**src/rtl/logic_unit_seq_if.sv**
```systemverilog
// Request/result handshake bundle for logic_unit_seq.
// master drives requests and accepts results; slave is the unit.
interface logic_unit_seq_if #(
  parameter int N   = 8,
  parameter int OPW = 4
);
  logic           in_valid;
  logic           in_ready;
  logic [N-1:0]   A;
  logic [N-1:0]   B;
  logic [OPW-1:0] opcode;
  logic           out_valid;
  logic           out_ready;
  logic [N-1:0]   result;
  logic           zero;

  modport master (
    output in_valid, A, B, opcode, out_ready,
    input  in_ready, out_valid, result, zero
  );

  modport slave (
    input  in_valid, A, B, opcode, out_ready,
    output in_ready, out_valid, result, zero
  );
endinterface

```
**src/rtl/logic_unit_seq.sv**
```systemverilog
// Sequential logic unit: bitwise/compare ops in one step,
// popcount and rotate-left iterated one bit per cycle.
module logic_unit_seq #(
  parameter int N   = 8,
  parameter int OPW = 4
) (
  input logic            clk,
  input logic            rst_n,
  logic_unit_seq_if.slave bus
);
  localparam int LW = $clog2(N);
  localparam int CW = LW + 1;
  localparam logic [OPW-1:0] OP_POP = OPW'(8);
  localparam logic [OPW-1:0] OP_ROT = OPW'(9);

  typedef enum logic [1:0] {
    IDLE,
    BUSY,
    DONE
  } state_t;

  state_t         state;
  logic [N-1:0]   a_q;
  logic [OPW-1:0] op_q;
  logic [N-1:0]   acc;
  logic [CW-1:0]  cnt;
  logic [N-1:0]   res_q;
  logic           vld_q;
  logic           zero_q;

  logic [N-1:0]   alu;
  logic [N-1:0]   rot1;
  logic [N-1:0]   pop_fin;
  logic [N-1:0]   bnxt;
  logic [CW-1:0]  k;
  logic           is_pop;
  logic           is_rot;

  assign k      = CW'(bus.B[LW-1:0]);
  assign is_pop = (bus.opcode == OP_POP);
  assign is_rot = (bus.opcode == OP_ROT);

  always_comb begin
    alu = bus.A;
    case (bus.opcode)
      OPW'(0): alu = bus.A & bus.B;
      OPW'(1): alu = bus.A | bus.B;
      OPW'(2): alu = bus.A ^ bus.B;
      OPW'(3): alu = ~(bus.A | bus.B);
      OPW'(4): alu = ~(bus.A & bus.B);
      OPW'(5): alu = ~(bus.A ^ bus.B);
      OPW'(6): alu = N'(bus.A > bus.B);
      OPW'(7): alu = N'(bus.A == bus.B);
      default: alu = bus.A;
    endcase
  end

  // a_q is consumed from the bottom for popcount,
  // and rotated in place for rotate-left.
  assign rot1    = {a_q[N-2:0], a_q[N-1]};
  assign pop_fin = acc + N'(a_q[0]);
  assign bnxt    = (op_q == OP_POP) ? pop_fin : rot1;

  always_ff @(posedge clk) begin
    if (!rst_n) begin
      state  <= IDLE;
      a_q    <= '0;
      op_q   <= '0;
      acc    <= '0;
      cnt    <= '0;
      res_q  <= '0;
      vld_q  <= 1'b0;
      zero_q <= 1'b0;
    end else begin
      unique case (state)
        IDLE: begin
          if (bus.in_valid) begin
            a_q  <= bus.A;
            op_q <= bus.opcode;
            acc  <= '0;
            cnt  <= is_pop ? CW'(N) : k;
            unique case (1'b1)
              is_pop: state <= BUSY;
              (is_rot && k != '0): state <= BUSY;
              default: begin
                res_q  <= alu;
                zero_q <= (alu == '0);
                vld_q  <= 1'b1;
                state  <= DONE;
              end
            endcase
          end
        end
        BUSY: begin
          cnt <= cnt - 1'b1;
          if (op_q == OP_POP) begin
            acc <= pop_fin;
            a_q <= a_q >> 1;
          end else begin
            a_q <= rot1;
          end
          if (cnt == CW'(1)) begin
            res_q  <= bnxt;
            zero_q <= (bnxt == '0);
            vld_q  <= 1'b1;
            state  <= DONE;
          end
        end
        DONE: begin
          if (bus.out_ready) begin
            vld_q <= 1'b0;
            state <= IDLE;
          end
        end
        default: state <= IDLE;
      endcase
    end
  end

  assign bus.in_ready  = rst_n && (state == IDLE);
  assign bus.out_valid = vld_q;
  assign bus.result    = res_q;
  assign bus.zero      = zero_q;
endmodule

```
**src/flat_wrapper.sv**
```systemverilog
// flat-port wrapper written by rule: the top's interface ports become plain ports
module logic_unit_seq_flat 
#(
  parameter int N   = 8,
  parameter int OPW = 4
)
  (clk, rst_n, bus_in_valid, bus_A, bus_B, bus_opcode, bus_out_ready, bus_in_ready, bus_out_valid, bus_result, bus_zero);
  logic_unit_seq_if #(.N(N), .OPW(OPW)) bus_i ();
  input logic clk;
  input logic rst_n;
  input wire logic [$bits(bus_i.in_valid)-1:0] bus_in_valid;
  input wire logic [$bits(bus_i.A)-1:0] bus_A;
  input wire logic [$bits(bus_i.B)-1:0] bus_B;
  input wire logic [$bits(bus_i.opcode)-1:0] bus_opcode;
  input wire logic [$bits(bus_i.out_ready)-1:0] bus_out_ready;
  output wire logic [$bits(bus_i.in_ready)-1:0] bus_in_ready;
  output wire logic [$bits(bus_i.out_valid)-1:0] bus_out_valid;
  output wire logic [$bits(bus_i.result)-1:0] bus_result;
  output wire logic [$bits(bus_i.zero)-1:0] bus_zero;
  assign bus_i.in_valid = bus_in_valid;
  assign bus_i.A = bus_A;
  assign bus_i.B = bus_B;
  assign bus_i.opcode = bus_opcode;
  assign bus_i.out_ready = bus_out_ready;
  assign bus_in_ready = bus_i.in_ready;
  assign bus_out_valid = bus_i.out_valid;
  assign bus_result = bus_i.result;
  assign bus_zero = bus_i.zero;
  logic_unit_seq #(.N(N), .OPW(OPW)) u_core (.clk(clk), .rst_n(rst_n), .bus(bus_i));
endmodule
```
**config.mk**
```make
export PLATFORM = sky130hd
export DESIGN_NAME = logic_unit_seq_flat
export DESIGN_NICKNAME = d
export VERILOG_FILES = /design/src/rtl/logic_unit_seq_if.sv /design/src/rtl/logic_unit_seq.sv /design/src/flat_wrapper.sv
export SDC_FILE = /design/constraint.sdc
export NUM_CORES = 1
export LEC_CHECK = 0
export CAP_MARGIN = 20
export CORE_MARGIN = 2
export CORE_UTILIZATION = 43
export DETAILED_ROUTE_END_ITERATION = 12
export PLACE_DENSITY = 0.67
export SLEW_MARGIN = 20
export SYNTH_ARGS = -nofsm -noshare
export SYNTH_HDL_FRONTEND = slang
export SYNTH_SLANG_ARGS = --single-unit
```
**constraint.sdc**
```tcl
create_clock -name clk -period 3.1 [get_ports clk]
set_input_delay 0.775 -clock clk [delete_from_list [all_inputs] [get_ports clk]]
set_output_delay 0.775 -clock clk [all_outputs]
set_load 0.01 [all_outputs]
```
==> metrics.yaml <==
outcome: "completed"
start_util_pct: 44.1
slew_headroom_pct: 53.3
hold_depth: 2
p_int_mw: 0.854
syn_area_per_cell_um2: 7.95
grt_pass1_vias: 2844
pin_count: 35
dp.final_hpwl_um: 6250
wl_per_cell_um: 15.6
setup_violations: 0
grt_use_total_pct: 20.6
grt_pass1_wl_um: 14000
r2r_start: "u_core.a_q[0]"
ant_nets: 0
worstPathMaxFanout: 4
yosys.area.top_type: "dfxtp_1"
firstDrtPassIters: 5
clock_skew_ps: 8.40
syn_area_um2: 3160
synth_xor_area_share_pct: 4.15
setup-tns-final_ps: 0
synthCells: 398
die_w_um: 89.8
portBuffers: 34
die_area_um2: 8060
grt_max_degree: 38
yosys.area_share.simple_pct: 27.4
p_comb_share_pct: 30.1
grt_overflow: 0
synth-adder-area-share_pct: 11.1
synth_compound_area_share_pct: 22.1
grt_antenna_before_repair: 0
clk_pin_slew_ps: 70
worst_slew_pin_slew_ps: 701
cts_tree: "yes"
cts.sinks: 36
clk_latency_ps: 290
power_switching_mw: 0.392
area_growth_pct: 18.7
cts_max_level: 2
worstHoldStart: "u_core.bus.result[4]"
synth_top_area_share_pct: 22.8
synth_top_family_by_area: "simple AND/OR/NAND/NOR gates"
clockBufferDepth: 2
netlist_top_cells_count: "nand2_1 (46), dfxtp_1 (36), ha_1 (28), a21oi_1 (24), inv_1 (23)"
synthFlopType: "dfxtp_1"
crit_arrival_ps: 3020
finalPower_mw: 1.25
r2r_setup_slack_ps: 960
numCtsBuffers: 5
final-hold-violation-count: 0
clock.fmax_mhz: 355
synthMuxAreaShare_pct: 4.07
cts-root-buf: "clkbuf_8"
rsz0062_at_grt: "false"
fillers: 683
finalCritPeriodShare_pct: 90.9
fp.dieH_um: 89.8
start_kind: "primary input"
finalMaxSlewViolations: 0
p_per_area_nw_per_um2: 332
cp-end-kind: "flip-flop"
ctsResizeCount: 0
pwr-share-clk_pct: 28.6
antenna_cells: 0
yosys_warnings: 0
post-route-min-period_ps: 2820
yosysMostFrequentCell: "nand2_1"
via_count: 3047
hp-class: "reg -> reg"
viasPerCell: 5.68
synth-edff-count: 0
path_class: "in -> reg"
syn_nets: 450
wl_um: 8370
drive_gt1_share_pct: 12.4
rr_worst_depth: 8
fin_nets: 488
std_cell_rows: 31
regToRegEndpoint: "u_core.bus.result[6]"
holdPathEnd: "u_core.bus.result[4]"
switching_share_pct: 31.4
seq_area_frac_synth_pct: 22.8
max-vdd-ir-drop_mv: 0.207
drc: 0
leakage_nw: 1.52
p_seq_share_pct: 41.3
maxCapViolations: 0
required_ps: 3300
postCtsHoldBufs: 0
core_area_um2: 7180
synthArstFlopShare_pct: 0
synthTopCellsByArea: "dfxtp_1 (23%), ha_1 (11%), nand2_1 (5.5%)"
globalplace.congestion: 0.871
ys_ff_latch: 36
cts_setup_buffers: 0
drt-initial-drc-count: 226
synth_cell_types: 67
==> kinds of logic after synthesis <==
kind of cell               after synthesis
xor gates and xnor gates                15
adders and majority gates               28
DFF                                     36
buffers and inverters                   52
AOI/OAI and AO/OA                      102
and+or+nand+nor                        153
muxes                                   12
==> power by group through the flow <==
stage / Sequential [mW] / Clock (mW) / Combinational, mW
after floorplan: 0.521 / 0 / 0.234
after detailed placement: 0.524 / 0 / 0.373
final: 0.514 / 0.356 / 0.375
after global routing: 0.517 / 0.375 / 0.413
after CTS: 0.513 / 0.359 / 0.375
after global placement: 0.523 / 0 / 0.369
==> layout make-up <==
class / count / area (µm²) / area share (%)
Multi-Input combinational cell: 310 / 2180 / 57.9
Sequential cell: 36 / 721 / 19.2
Timing Repair Buffer: 60 / 561 / 14.9
Clock buffer: 8 / 90.1 / 2.40
Inverter: 23 / 86.3 / 2.30
Tap cell: 99 / 124 / 3.30
==> sequential cells by signal (all words and copies together), names as in the netlist <==
register and flops:
u_core.a_q 8, u_core.bus.result 8, u_core.acc 8, u_core.state 2
u_core.op_q 4, u_core.bus.out_valid 1, u_core.bus.zero 1, u_core.cnt 4
==> critical path, cell delays in order <==
cell	delay, ps
clkdlybuf4s50_1	470
inv_1	60
ha_1	340
nor4_1	410
buf_4	180
a21boi_0	90
a221oi_2	340
nand4b_1	140
o31ai_1	200
==> cells in the final DEF (no fill, tap or decap), types with 3 or more instances in the layout <==
cell,n
a211o_1,3
a211oi_1,5
a21boi_0,8
a21boi_1,4
a21oi_1,24
a221oi_1,3
a31oi_1,5
and2_1,5
and3_1,11
buf_4,24
clkbuf_8,6
clkdlybuf4s50_1,34
dfxtp_1,36
ha_1,28
inv_1,23
mux2_2,7
mux2i_1,5
nand2_1,46
nand3_1,15
nand3b_1,3
nand4_1,3
nor2_1,21
nor2b_1,12
nor3_1,7
nor3b_1,5
nor4_1,4
o211ai_1,12
o21ai_0,16
o22ai_1,3
xnor2_1,9
xor2_1,6
==> worst max path at each step <==
stage	slack, ps	depth (start not counted)	start	end
4_1_cts	310	9	bus_B[1]	u_core.bus.result[0]
6_report	280	9	bus_B[1]	u_core.bus.zero
5_1_grt	180	9	bus_B[1]	u_core.bus.result[0]
3_3_place_gp	40	9	bus_B[1]	u_core.bus.result[0]
3_5_place_dp	20	9	bus_B[1]	u_core.bus.result[0]
2_1_floorplan	650	8	bus_B[1]	u_core.bus.result[0]
==> metal layers <==
layer	vias to the layer above	GRT usage [%]	part of all wire, %
met5	-	0	0
met4	0	4.36	1.0
met3	12	2.77	4.2
met2	100	35.4	48
met1	1434	27.7	46
li1	1501	-	-
==> per-stage QoR <==
step	hold slack (ps)	std cells	utilization (%)	instance area, µm²	worst slack [ps]
floorplan	453	398	-	3160	645
global placement	444	528	51.1	3670	40.2
detailed placement	445	528	51.1	3670	24.9
CTS	455	536	52.4	3760	313
global route	474	536	52.4	3760	176
finish	453	536	52.4	3760	282
No activity file was read; power rests on OpenSTA's default activity.
